## config.mk

```make
export PLATFORM = sky130hd
export DESIGN_NAME = ballot_unit
export DESIGN_NICKNAME = d
export VERILOG_FILES = /design/src/rtl/evm_pkg.sv /design/src/rtl/key_debounce.sv /design/src/rtl/ballot_unit.sv
export SDC_FILE = /design/constraint.sdc
export NUM_CORES = 1
export LEC_CHECK = 0
export BUFFER_PORTS_ARGS = -buffer_cell sky130_fd_sc_hd__buf_2
export CAP_MARGIN = 20
export CORE_MARGIN = 5
export CORE_UTILIZATION = 62
export DETAILED_ROUTE_END_ITERATION = 12
export PLACE_DENSITY = 0.81
export SETUP_SLACK_MARGIN = 0.1
export SYNTH_ARGS = -nofsm -noshare
export SYNTH_HDL_FRONTEND = slang
export SYNTH_SLANG_ARGS = --single-unit
```

## constraint.sdc

```tcl
create_clock -name clk -period 3.1 [get_ports clk]
set_clock_uncertainty 0.2 [all_clocks]
set_input_delay 0.155 -clock clk [delete_from_list [all_inputs] [get_ports clk]]
set_output_delay 0.155 -clock clk [all_outputs]
set_load 0.05 [all_outputs]
```

## src/rtl/evm_pkg.sv

```systemverilog
// Shared types and constants for the voter-side ballot unit.
package evm_pkg;

   localparam int unsigned NUM_PARTIES = 4;

   localparam logic [NUM_PARTIES-1:0] PARTY1 = 4'b0001;
   localparam logic [NUM_PARTIES-1:0] PARTY2 = 4'b0010;
   localparam logic [NUM_PARTIES-1:0] PARTY3 = 4'b0100;
   localparam logic [NUM_PARTIES-1:0] PARTY4 = 4'b1000;

   localparam logic [6:0] BALLOTS_MAX = 7'd127;

   typedef enum logic [2:0] {
      IDLE,
      ARMED,
      DEBOUNCE,
      SETUP,
      PULSE,
      HOLD,
      RELEASE
   } ballot_state_t;

   function automatic logic is_onehot4(input logic [NUM_PARTIES-1:0] k);
      return k inside {PARTY1, PARTY2, PARTY3, PARTY4};
   endfunction

endpackage

```

## src/rtl/key_debounce.sv

```systemverilog
// Two-flop key synchroniser plus a stability counter on the synchronised vector.
module key_debounce
   import evm_pkg::*;
#(
   parameter int unsigned DEBOUNCE_CYCLES = 16
)(
   input  logic                   clk,
   input  logic                   reset_n,
   input  logic                   clear,
   input  logic [NUM_PARTIES-1:0] party_key,
   output logic [NUM_PARTIES-1:0] key_sync,
   output logic [NUM_PARTIES-1:0] key_stable,
   output logic                   stable
);

   localparam int unsigned CW = $clog2(DEBOUNCE_CYCLES);
   localparam logic [CW-1:0] CNT_LAST = CW'(DEBOUNCE_CYCLES - 1);

   logic [NUM_PARTIES-1:0] sync_meta;
   logic [CW-1:0]          cnt;

   always_ff @(posedge clk or negedge reset_n) begin
      if (!reset_n) begin
         sync_meta  <= '0;
         key_sync   <= '0;
         key_stable <= '0;
         cnt        <= '0;
      end else begin
         sync_meta <= party_key;
         key_sync  <= sync_meta;
         // any change (or an explicit restart) reloads the reference and restarts the count
         if (clear || (key_sync != key_stable)) begin
            key_stable <= key_sync;
            cnt        <= '0;
         end else if (cnt != CNT_LAST) begin
            cnt <= cnt + CW'(1);
         end
      end
   end

   assign stable = (cnt == CNT_LAST) && (key_sync == key_stable);

endmodule

```

## src/rtl/ballot_unit.sv

```systemverilog
// Ballot unit: arms one ballot per issue, debounces party keys, emits one-hot select plus push strobe.
module ballot_unit
   import evm_pkg::*;
#(
   parameter int unsigned DEBOUNCE_CYCLES = 16,
   parameter int unsigned PULSE_CYCLES    = 4,
   parameter int unsigned TIMEOUT_CYCLES  = 1000
)(
   input  logic                   clk,
   input  logic                   reset_n,
   input  logic                   ballot_issue,
   input  logic                   voting_en,
   input  logic [NUM_PARTIES-1:0] party_key,
   output logic [NUM_PARTIES-1:0] voter_switch,
   output logic                   push_button,
   output logic                   ballot_ready,
   output logic                   vote_done,
   output logic                   invalid_key,
   output logic                   ballot_timeout,
   output logic [6:0]             ballots_cast
);

   localparam int unsigned PW = $clog2(PULSE_CYCLES + 1);
   localparam int unsigned TW = $clog2(TIMEOUT_CYCLES + 1);
   localparam logic [PW-1:0] P_LAST = PW'(PULSE_CYCLES - 1);
   localparam logic [TW-1:0] T_LAST = TW'(TIMEOUT_CYCLES - 1);

   ballot_state_t          state_q, state_d;
   logic                   owed_q, owed_d;
   logic [NUM_PARTIES-1:0] sel_q, sel_d;
   logic [TW-1:0]          tcnt_q, tcnt_d;
   logic [PW-1:0]          pcnt_q, pcnt_d;
   logic [NUM_PARTIES-1:0] vs_d;
   logic                   pb_d, rdy_d, done_d, inv_d, to_d;
   logic [6:0]             cast_d;

   logic                   deb_clear;
   logic [NUM_PARTIES-1:0] key_sync, key_stable;
   logic                   stable;

   key_debounce #(
      .DEBOUNCE_CYCLES(DEBOUNCE_CYCLES)
   ) u_key_debounce (
      .clk       (clk),
      .reset_n   (reset_n),
      .clear     (deb_clear),
      .party_key (party_key),
      .key_sync  (key_sync),
      .key_stable(key_stable),
      .stable    (stable)
   );

   always_comb begin
      state_d   = state_q;
      owed_d    = owed_q;
      sel_d     = sel_q;
      tcnt_d    = tcnt_q;
      pcnt_d    = pcnt_q;
      cast_d    = ballots_cast;
      done_d    = 1'b0;
      inv_d     = 1'b0;
      to_d      = 1'b0;
      deb_clear = 1'b0;

      unique case (state_q)
         IDLE: begin
            if (ballot_issue && voting_en) begin
               state_d = ARMED;
               tcnt_d  = '0;
            end
         end
         ARMED: begin
            // holding clear here latches the very sample that triggers DEBOUNCE
            deb_clear = 1'b1;
            if (!voting_en) begin
               state_d = IDLE;
            end else if (key_sync != '0) begin
               state_d = DEBOUNCE;
            end else if (tcnt_q == T_LAST) begin
               to_d    = 1'b1;
               state_d = IDLE;
            end else begin
               tcnt_d = tcnt_q + TW'(1);
            end
         end
         DEBOUNCE: begin
            if (!voting_en) begin
               state_d = IDLE;
            end else if (stable) begin
               if (key_stable == '0) begin
                  state_d = ARMED;
               end else if (is_onehot4(key_stable)) begin
                  sel_d   = key_stable;
                  state_d = SETUP;
               end else begin
                  inv_d     = 1'b1;
                  owed_d    = 1'b1;
                  deb_clear = 1'b1;
                  state_d   = RELEASE;
               end
            end
         end
         SETUP: begin
            pcnt_d  = '0;
            state_d = PULSE;
         end
         PULSE: begin
            if (pcnt_q == P_LAST) state_d = HOLD;
            else                  pcnt_d  = pcnt_q + PW'(1);
         end
         HOLD: begin
            done_d    = 1'b1;
            owed_d    = 1'b0;
            deb_clear = 1'b1;
            if (ballots_cast != BALLOTS_MAX) cast_d = ballots_cast + 7'd1;
            state_d = RELEASE;
         end
         RELEASE: begin
            if (stable && (key_stable == '0)) begin
               if (owed_q) begin
                  owed_d  = 1'b0;
                  tcnt_d  = '0;
                  state_d = ARMED;
               end else begin
                  state_d = IDLE;
               end
            end
         end
         default: state_d = IDLE;
      endcase

      vs_d  = (state_d inside {SETUP, PULSE, HOLD}) ? sel_d : '0;
      pb_d  = (state_d == PULSE);
      rdy_d = (state_d == ARMED);
   end

   always_ff @(posedge clk or negedge reset_n) begin
      if (!reset_n) begin
         state_q        <= IDLE;
         owed_q         <= 1'b0;
         sel_q          <= '0;
         tcnt_q         <= '0;
         pcnt_q         <= '0;
         voter_switch   <= '0;
         push_button    <= 1'b0;
         ballot_ready   <= 1'b0;
         vote_done      <= 1'b0;
         invalid_key    <= 1'b0;
         ballot_timeout <= 1'b0;
         ballots_cast   <= '0;
      end else begin
         state_q        <= state_d;
         owed_q         <= owed_d;
         sel_q          <= sel_d;
         tcnt_q         <= tcnt_d;
         pcnt_q         <= pcnt_d;
         voter_switch   <= vs_d;
         push_button    <= pb_d;
         ballot_ready   <= rdy_d;
         vote_done      <= done_d;
         invalid_key    <= inv_d;
         ballot_timeout <= to_d;
         ballots_cast   <= cast_d;
      end
   end

endmodule

```

; ---- Yosys cells after proc, flatten, opt, wreduce, memory -nomap -nowiden
; Index checks and enable logic that the tools add are counted.
[word_totals]
in_bits = 8
wordCells = 116
register_bits = 53
[classes]
n_reduce_logical = 18
eq_ne = 32
n_mux = 46
n_addsub = 4
[ops]
columns = op, count
row1 = 10-bit 2-to-1 mux, 6
row2 = 3-bit 2-to-1 mux, 11
row3 = 4-bit 2-to-1 mux, 8
row4 = 10-bit one-hot mux with 3 select lines, 1
row5 = 2-bit inequality test (second input constant), 11
row6 = 3-bit one-hot mux with 7 select lines, 1
row7 = 1-bit 2-to-1 mux, 16
row8 = 3-bit == test (second input constant), 5
row9 = 3-bit by 2-bit == test with 1-bit output (second input constant), 4
row10 = 10-bit by 1-bit adder with 10-bit output (second input constant), 1
row11 = 10-bit == test (second input constant), 1
row12 = 3-bit nonzero test, 3
row13 = 4-bit == test (second input constant), 2
row14 = 4-bit nonzero test, 2
row15 = 7-bit by 1-bit adder with 7-bit output (second input constant), 1
row16 = 7-bit inequality test (second input constant), 1
row17 = 7-bit AND reduction, 1
row18 = 3-bit by 1-bit == test with 1-bit output (second input constant), 2
row19 = 3-bit one-hot mux with 2 select lines, 1
row20 = 6-bit AND reduction, 1
row21 = 4-bit by 1-bit adder with 4-bit output (second input constant), 1
row22 = 4-bit by 1-bit == test with 1-bit output (second input constant), 1
row23 = 4-bit by 2-bit == test with 1-bit output (second input constant), 1
row24 = 4-bit by 3-bit == test with 1-bit output (second input constant), 1
row25 = 13 further kinds, 17

; ---- Longest topological paths before layout
; Gate-level depths: netlist (run 1).
[logic_depth]
word_depth = 10
mapped_depth = 7

; ---- By module
; A second synthesis (run 1) with hierarchy kept.
[hier_totals]
cells_unflattened = 201
area_unflattened_um2 = 2412.3
[by_module_without_submodules]
columns = module, n_inst, seq_area_each_um2, area_each_um2, cells_each
row1 = ballot_unit, 1, 925.9, 1809.2, 162
row2 = key_debounce, 1, 400.4, 603.1, 39

; ---- Worst setup path after synthesis (run 1)
; No wires, ideal clock.
[synth_path]
path_type = reg2reg
start = reg u_key_debounce.cnt[0]
end = reg tcnt_q[0]
path_slack_ns = 0.962
t_arrival_ns = 1.811
path_stages_with_launch = 7
period_less_slack_ns = 2.138
t_required_ns = 2.772
n_path_buf = 1
cell_sequence = dfrtp_1 -> ha_1 -> nand3_1 -> nor3_2 -> o211a_1 -> buf_2 -> mux2_1
[synth_between]
elab_chain_len = 5
[synth_lines]
columns = element, line_no
row1 = start: declaration, key_debounce.sv:20  ; logic [CW-1:0] cnt;
row2 = start signal: assignment, key_debounce.sv:36  ; cnt <= cnt + CW'(1);
row3 = 4-bit == test, key_debounce.sv:41  ; assign stable = (cnt == CNT_LAST) && (key_sync == key_stable);
row4 = 1-bit logical AND, key_debounce.sv:41
row5 = 1-bit logical AND, ballot_unit.sv:119  ; if (stable && (key_stable == '0)) begin
row6 = 2-bit inequality test (no source line), --
row7 = 7-bit AND reduction (no source line), --
row8 = end signal: assignment, ballot_unit.sv:155  ; tcnt_q <= tcnt_d;
row9 = end: declaration, ballot_unit.sv:31  ; logic [TW-1:0] tcnt_q, tcnt_d;
; Every way passes these cells.
; A chain may end at the register's enable or synchronous reset.

; ---- Worst setup path in the final report (run 1)
[layout_path]
start = reg state_q[2]
end = reg ballot_ready
[layout_rtl]
columns = element, line_no
row1 = start: declaration, ballot_unit.sv:28  ; ballot_state_t state_q, state_d;
row2 = start signal: assignment, ballot_unit.sv:152  ; state_q <= state_d;
row3 = "3-bit == test, or another cell as far along", ballot_unit.sv:65  ; unique case (state_q)
row4 = 3-bit one-hot mux with 7 select lines (*), ballot_unit.sv:65
row5 = named net state_d[0], ballot_unit.sv:28
row6 = 3-bit by 1-bit == test with 1-bit output (*), ballot_unit.sv:134  ; rdy_d = (state_d == ARMED);
row7 = named net rdy_d, ballot_unit.sv:34  ; logic pb_d, rdy_d, done_d, inv_d, to_d;
row8 = end signal: assignment, ballot_unit.sv:159  ; ballot_ready <= rdy_d;
row9 = end: declaration, ballot_unit.sv:16  ; output logic ballot_ready,
; Mark *: on every way through the listed nets, which the timed path passes. The rest lies on a longest branch.

==> results of run 1 <==
state kept, by name, summed over array words and instances (netlist names), 3 cells and up:
register / count
u_key_debounce.cnt: 4
tcnt_q: 10
voter_switch: 4
state_q: 3
sel_q: 4
u_key_debounce.key_sync: 4
u_key_debounce.sync_meta: 4
u_key_debounce.key_stable: 4
pcnt_q: 3
ballots_cast: 7
timing repair:
| item | CTS | global route |
|---|---|---|
| hold buffers | 6 | 0 |
| endpoints found under the hold margin | 58 | 0 |
| gates resized for setup | 0 | 0 |
worst max-delay path, delay by kind of cell, from the launching register on:
family / cells / cell delay (ns)
flops: 1 / 0.60
compound gates: 1 / 0.22
simple gates: 4 / 1.31
routing by layer:
metal	global-route usage [%]	up-vias	wire length [um]
met4	4.92	0	51
met2	28.6	36	1990
met5	0	-	0
met1	23.5	805	1960
met3	3.74	6	172
li1	-	858	-
stage by stage:
stage	cell area [sq um]	std cells	worst slack, ns	hold WS (ns)	util [%]
floorplan	2410	229	0.962	-0.341	-
CTS	2690	302	0.713	0.159	72.3
global placement	2530	288	0.801	0.0634	68.1
finish	2710	303	0.695	0.157	72.9
detailed placement	2530	288	0.735	0.0659	68.1
global route	2710	303	0.520	0.165	72.9
cell usage after synthesis (2+ instances only):
cell	number
dfrtp_1	53
nand2_1	21
a21oi_1	16
nor2_1	15
o21ai_0	15
inv_1	10
xnor2_1	9
nand3_1	7
a31oi_1	6
clkbuf_1	6
nor3_1	6
buf_2	5
ha_1	5
and3_1	4
nor2b_1	4
o21a_1	4
mux2i_1	3
a211oi_1	2
a21o_1	2
a41oi_1	2
mux2_1	2
nand2b_1	2
nand4_1	2
nor3b_1	2
or3_1	2
xor2_1	2
power groups by stage:
stage / Combinational, mW / Clock, mW / Sequential (mW)
5_1_grt: 0.721 / 0.443 / 0.946
2_1_floorplan: 0.350 / 0 / 1.08
3_3_place_gp: 0.632 / 0 / 0.932
3_5_place_dp: 0.651 / 0 / 0.940
6_report: 0.656 / 0.394 / 0.925
4_1_cts: 0.658 / 0.406 / 0.925
path summary, 6_finish.rpt:
path,end,start
max in group asynchronous,tcnt_q[4],reset_n
setup reg to reg,ballot_ready,state_q[2]
hold / removal,u_key_debounce.key_sync[0],u_key_debounce.sync_meta[0]
setup / recovery,ballot_ready,state_q[2]
hold reg to reg,u_key_debounce.key_sync[0],u_key_debounce.sync_meta[0]
min in group asynchronous,sel_q[3],reset_n
cells by family (layout without fill, tap and decap cells):
kind of cell / Yosys count / in the layout / share of synthesized area (%)
and+or+nand+nor: 73 / 73 / 15.9
AOI/OAI and AO/OA: 58 / 58 / 15.9
DFF: 53 / 53 / 54.9
buffers and inverters: 23 / 49 / 4.14
xor gates and xnor gates: 11 / 11 / 3.99
adders and majority gates: 6 / 6 / 3.01
muxes: 5 / 5 / 2.18
layout make-up:
type / count / area share, %
flip-flops and latches: 53 / 49.0
multi-input cells: 153 / 36.5
repair buffers: 30 / 7.21
clock buffers: 6 / 3.05
well taps: 48 / 2.22
inverters: 11 / 1.52
clock inverters: 2 / 0.508
==> metrics.txt, run 1 <==
Static Leak 1.24 nW; hold path depth 0; die area 5240 sq um; register area 1330 sq um; Cell Pwr Density 729 nW/um^2; vias 1705; CTS tree yes; count of clock tree sinks 53; period utilisation layout 77.6%; Port Buffers 23; vias in the first global route 1583; multi-input logic area 988 sq um; vias per cell 5.63; DRC 0; dominant cells by area after synthesis dfrtp_1 (55%), a21oi_1 (3.3%), nand2_1 (3.3%); core area 3720 sq um; nets@finish 267; Seq/Total Area, Yosys 54.9%; starting density of the core 65.0%; Initial DRC Count 110; Max clock buf depth 2; Crit path required time 3.12 ns; Total GRT Usage 17.5%; VDD IR-drop max 0.360 mV; slowest CP cell dfrtp_1; depth of the worst register-to-register path 5; Power, Total 1.97 mW; gr ovfl total 0; final wirelength 4.17 mm; relative slew slack 60.2%; # diodes 0; Post-synth top flop dfrtp_1; maxcap violations 0; num rows 22; Clock transition at path regs 0.09 ns; kind of critical path flop to flop; status complete, no violations; Synth Net Count 242; fmax 0.416 GHz; Die Ht 72.4 um; Die Span X 72.4 um; initial antenna violation count 0; Clock power frac 20.0%; H-tree Lvls 2; commonest non-fill, non-tap cell in the layout dfrtp_1; Hold Fails Final Rpt 0; Yosys top cell by area dfrtp_1; commonest cells after routing, fill and taps aside dfrtp_1 (53), buf_2 (23), nand2_1 (21); unrepaired setup endpoints after global routing no; Post-CTS Setup Inserts 0; synth unique cells 48; CTS root buffer clkbuf_8; post-route setup TNS 0 ns; Post-synth ARST share 100%; pin count of the biggest net entering global routing 54; first-pass GRT wire length 7.22 mm; count of final setup violators 0; switching power total 0.774 mW; Post-synth EDFFs 0; R2R Setup Slk 0.69 ns; worst-skew pair later-pin latency 0.30 ns; Hold WC Path Type flop to flop; Final ANT Viol Nets 0; CP Cell Sequence nor3b_2 -> nand3_1 -> nor2b_1 -> a311o_1 -> nor3b_1; Arrival @ worst endpoint 2.43 ns; Worst setup EP type flop; post-route minimum period 2.41 ns; io pins 24; CP Max Fanout 19; Logic pwr share 33.2%; Synth Instances 229; filler cell count 278; P_int 1.20 mW; Slew Viols, Final 0; P&R area growth vs syn 12.1%; Worst-Margin Slew 0.596 ns; type of origin of the critical path flop; post-synth top area share 54.9%; YS warnings 0; drt pass-1 iters 4; Yosys reg bits 53; Detail Placement HPWL 2.97 mm; share of cells above drive strength 1 15.7%; GPL Wtd Cong 0.855; power share of the sequential group 46.8%; Syn Std Cell Area 2410 sq um; sw frac 39.2%; syn avg cell area 10.5 sq um; CTS Buf Count 5; crit-path max cell delay 0.60 ns; DR WL/cell 13.8 um
No activity file was read; power rests on OpenSTA's default activity.
==> inputs of run 2 (changes only) <==
--- a/config.mk
+++ b/config.mk
@@ -8,9 +8,9 @@
 export BUFFER_PORTS_ARGS = -buffer_cell sky130_fd_sc_hd__buf_2
 export CAP_MARGIN = 20
 export CORE_MARGIN = 5
-export CORE_UTILIZATION = 62
+export CORE_UTILIZATION = 52
 export DETAILED_ROUTE_END_ITERATION = 12
-export PLACE_DENSITY = 0.81
+export PLACE_DENSITY = 0.72
 export SETUP_SLACK_MARGIN = 0.1
 export SYNTH_ARGS = -nofsm -noshare
 export SYNTH_HDL_FRONTEND = slang
==> constraint.sdc (replaced) <==
create_clock -name clk -period 2.1 [get_ports clk]
set_clock_uncertainty 0.2 [all_clocks]
set_input_delay 0.105 -clock clk [delete_from_list [all_inputs] [get_ports clk]]
set_output_delay 0.105 -clock clk [all_outputs]
set_load 0.05 [all_outputs]
==> metrics.txt, run 2 (synthesis results as in run 1) <==
status complete, no violations; multi-input logic area 1180 sq um; VDD IR-drop max 0.708 mV; io pins 24; CTS Buf Count 5; H-tree Lvls 2; worst-skew pair later-pin latency 0.31 ns; Clock transition at path regs 0.10 ns; drt pass-1 iters 4; starting density of the core 54.3%; nets@finish 301; core area 4440 sq um; Final ANT Viol Nets 0; Port Buffers 23; DR WL/cell 14.8 um; R2R Setup Slk 0.11 ns; register area 1330 sq um; post-route setup TNS 0 ns; Static Leak 1.46 nW; kind of critical path flop to flop; Largest Register tcnt_q; num rows 24; share of cells above drive strength 1 36.3%; Hold Fails Final Rpt 0; Worst-Margin Slew 0.622 ns; DRC 0; die area 6110 sq um; initial antenna violation count 0; first-pass GRT wire length 7.45 mm; Power, Total 3.12 mW; vias in the first global route 1713; commonest cells after routing, fill and taps aside dfrtp_1 (49), buf_4 (31), buf_2 (23); Die Span X 78.1 um; Detail Placement HPWL 3.19 mm; count of clock tree sinks 53; Initial DRC Count 107; Slew Viols, Final 0; CTS tree yes; pin count of the biggest net entering global routing 30; CP Max Fanout 13; post-route minimum period 1.99 ns; fmax 0.502 GHz; final wirelength 5.04 mm; Worst setup EP type flop; Die Ht 78.1 um; # diodes 0; GPL Wtd Cong 0.825; top flop regs tcnt_q x10, ballots_cast x7; Cells after DPL 312; commonest non-fill, non-tap cell in the layout dfrtp_1; vias 1882; filler cell count 314; P&R area growth vs syn 31.3%; type of origin of the critical path flop; CTS root buffer clkbuf_8; gr ovfl total 0; Max clock buf depth 2; Layout Cells excl Fill 341; max reg flops 10; Total GRT Usage 15.2%; Cell Pwr Density 984 nW/um^2; count of final setup violators 0; vias per cell 5.52; maxcap violations 0; relative slew slack 58.6%; Hold WC Path Type input port to flop; Crit path required time 2.16 ns; period utilisation layout 94.8%; Arrival @ worst endpoint 2.05 ns; unrepaired setup endpoints after global routing yes
run 2: cell count changes in the layout (fill, tap and decap cells not counted), moves of 4 or more:
cell / before / now
buf_4: 0 / 31
dfrtp_1: 53 / 49
dfrtp_2: 0 / 4
xnor2_1: 9 / 5
xnor2_2: 0 / 4
buf_6: 0 / 4
run 2: path summary, 6_finish.rpt:
| kind | from | endpoint | cells past startpoint |
|---|---|---|---|
| max | state_q[2] | state_q[2] | 5 |
| min reg2reg | u_key_debounce.sync_meta[0] | u_key_debounce.key_sync[0] | 0 |
| min | ballot_issue | state_q[0] | 4 |
| max reg2reg | state_q[2] | state_q[2] | 5 |
| max in group asynchronous | reset_n | tcnt_q[4] | 3 |
| min in group asynchronous | reset_n | u_key_debounce.key_sync[1] | 2 |
run 2: area by class of cell:
cell class                 count  area share (%)
inverter                      11            1.30
clock inverter                 3           0.907
tap                           52            2.05
sequential                    53            42.0
clock buffer                   5            2.17
timing repair buffer          64            14.3
multi-input combinational    153            37.3
run 2: timing repair:
item / in CTS / in global routing
setup buffers: 4 / 11
gates cloned: 0 / 0
endpoints found under the hold margin: 32 / 0
hold buffers: 6 / 0
pin swaps: 4 / 19
resized for setup: 5 / 39
endpoints found under the setup margin: 18 / 25
run 2: per-layer routing:
metal  share of wire (%)  vias to the layer above  track usage, %
li1                    -                      920               -
met1                  45                      914            21.0
met2                  49                       38            23.5
met3                 3.8                       10            3.32
met4                 2.0                        0            6.29
met5                   0                        -               0
run 2: worst max-delay path, cell delays in order, from the launching register on:
cell and delay, ns:
dfrtp_2 0.52, nor2b_1 0.27, nand2_1 0.20, nor4_4 0.37
nand3b_1 0.23, buf_4 0.14
run 2: report_power, final:
| part | switching [mW] | internal [mW] |
|---|---|---|
| clock | 0.363 | 0.250 |
| combinational | 0.732 | 0.430 |
| sequential | 0.152 | 1.19 |
run 2: stage by stage:
step	utilization, %	worst slack (ns)	instance area (sq um)	hold slack, ns
6_report	71.4	0.110	3170	0.116
5_1_grt	71.4	-0.0200	3170	0.145
4_1_cts	65.2	0.0901	2900	0.0985
3_5_place_dp	60.6	-0.0102	2700	-0.0376
3_3_place_gp	60.6	0.0784	2700	-0.0420
2_1_floorplan	-	0.0972	2430	-0.391
==> inputs of run 3 (changes only) <==
--- a/config.mk
+++ b/config.mk
@@ -8,9 +8,9 @@
 export BUFFER_PORTS_ARGS = -buffer_cell sky130_fd_sc_hd__buf_2
 export CAP_MARGIN = 20
 export CORE_MARGIN = 5
-export CORE_UTILIZATION = 52
+export CORE_UTILIZATION = 50
 export DETAILED_ROUTE_END_ITERATION = 12
-export PLACE_DENSITY = 0.72
+export PLACE_DENSITY = 0.7
 export SETUP_SLACK_MARGIN = 0.1
 export SYNTH_ARGS = -nofsm -noshare
 export SYNTH_HDL_FRONTEND = slang
==> metrics.txt, run 3 (synthesis results as in run 1) <==
Die Ht 79.5 um; drt pass-1 iters 4; Logic pwr share 37.5%; CTS tree yes; post-route minimum period 1.99 ns; fmax 0.503 GHz; vias in the first global route 1719; status complete, no violations; first-pass GRT wire length 7.88 mm; unrepaired setup endpoints after global routing yes; CP Max Fanout 5; Clock power frac 19.9%; initial antenna violation count 0; switching power total 1.22 mW; count of clock tree sinks 53; Hold WC Path Type flop to flop; nets@finish 304; CTS root buffer clkbuf_8; Arrival @ worst endpoint 2.00 ns; hold slack 0.158 ns; starting density of the core 51.5%; power share of the sequential group 42.7%; kind of critical path flop to flop; commonest non-fill, non-tap cell in the layout dfrtp_1; DRC 0; # diodes 0; Detail Placement HPWL 3.01 mm; max reg flops 10; Largest Register tcnt_q; Max clock buf depth 2; H-tree Lvls 2; Hold Fails Final Rpt 0; vias 1854; post-route setup TNS 0 ns; Crit path required time 2.11 ns; relative slew slack 58.0%; GPL Wtd Cong 0.848; Power, Total 3.11 mW; P_int 1.88 mW; CTS Buf Count 5; Cells after DPL 312; Static Leak 1.44 nW; commonest cells after routing, fill and taps aside dfrtp_1 (50), buf_4 (36), buf_2 (23); sw frac 39.3%; Clock transition at path regs 0.11 ns; top flop regs tcnt_q x10, ballots_cast x7; worst-skew pair later-pin latency 0.32 ns; count of final setup violators 0; die area 6320 sq um; pin count of the biggest net entering global routing 54; Initial DRC Count 100; DR WL/cell 13.7 um; Cell Pwr Density 1000 nW/um^2; Final ANT Viol Nets 0; core area 4690 sq um; Worst-Margin Slew 0.630 ns; io pins 24; Port Buffers 23; share of cells above drive strength 1 32.9%; num rows 25; VDD IR-drop max 0.732 mV; final wirelength 4.75 mm; gr ovfl total 0; Total GRT Usage 16.1%; Worst setup EP type flop; P&R area growth vs syn 28.3%; maxcap violations 0; period utilisation layout 94.6%; Slew Viols, Final 0; vias per cell 5.36; Die Span X 79.5 um; Layout Cells excl Fill 346; type of origin of the critical path flop
run 3: cell types whose count changed in the layout (fill, tap and decap cells not counted), sizes merged:
cell	previous run	this run
buf	58	61
run 3: stage by stage:
step	utilization [%]	setup slack (ns)	instance area, sq um
2_1_floorplan	-	0.0972	2430
3_3_place_gp	57.2	0.0960	2680
3_5_place_dp	57.2	0.0427	2680
4_1_cts	61.4	0.0958	2880
5_1_grt	66.0	0.0352	3100
6_report	66.0	0.113	3100
run 3: layer usage:
metal  share of wire (%)  GRT usage, %
met5                   0             0
met4                 1.6          8.25
met3                 5.1          4.74
met2                  44          22.1
met1                  50          23.0
run 3: power groups by stage:
stage / combinational, mW / clock (mW) / sequential, mW
after detailed placement: 1.06 / 0 / 1.35
after floorplan: 0.519 / 0 / 1.60
after global placement: 1.05 / 0 / 1.34
after CTS: 1.09 / 0.634 / 1.33
after global routing: 1.29 / 0.680 / 1.36
final: 1.16 / 0.617 / 1.33
run 3: final cells by class:
| cell class | instances | area (sq um) |
|---|---|---|
| Timing Repair Buffer | 67 | 468 |
| Tap cell | 54 | 67.6 |
| Fill cell | 346 | 1590 |
| Inverter | 11 | 41.3 |
| Clock inverter | 3 | 28.8 |
| Sequential cell | 53 | 1330 |
| Multi-Input combinational cell | 153 | 1090 |
| Clock buffer | 5 | 68.8 |
run 3: repair_timing:
action                                  in CTS  in global routing
cloned                                       0                  0
gates resized for setup                      6                 17
hold endpoints to repair                    58                  0
setup buffers                                3                 17
endpoints found under the setup margin       9                 24
hold buffers                                 6                  0
pin swaps                                    3                 12
run 3: path summary, 6_finish.rpt:
path                                              startpoint                      endpoint  slack [ns]  cells after the start
max in group asynchronous                            reset_n  u_key_debounce.key_stable[1]        1.02                      3
worst min-delay path             u_key_debounce.sync_meta[1]    u_key_debounce.key_sync[1]        0.16                      0
worst max-delay path            u_key_debounce.key_stable[3]                     tcnt_q[0]        0.11                      5
worst max register to register  u_key_debounce.key_stable[3]                     tcnt_q[0]        0.11                      5
worst min register to register   u_key_debounce.sync_meta[1]    u_key_debounce.key_sync[1]        0.16                      0
min in group asynchronous                            reset_n         u_key_debounce.cnt[0]        0.22                      3
run 3: worst max-delay path: stages, from the launching register on:
cell and delay, ns:
dfrtp_2 0.47, xnor2_2 0.19, nand4_2 0.21, nor3_2 0.23, o211a_1 0.26, mux2_4 0.31
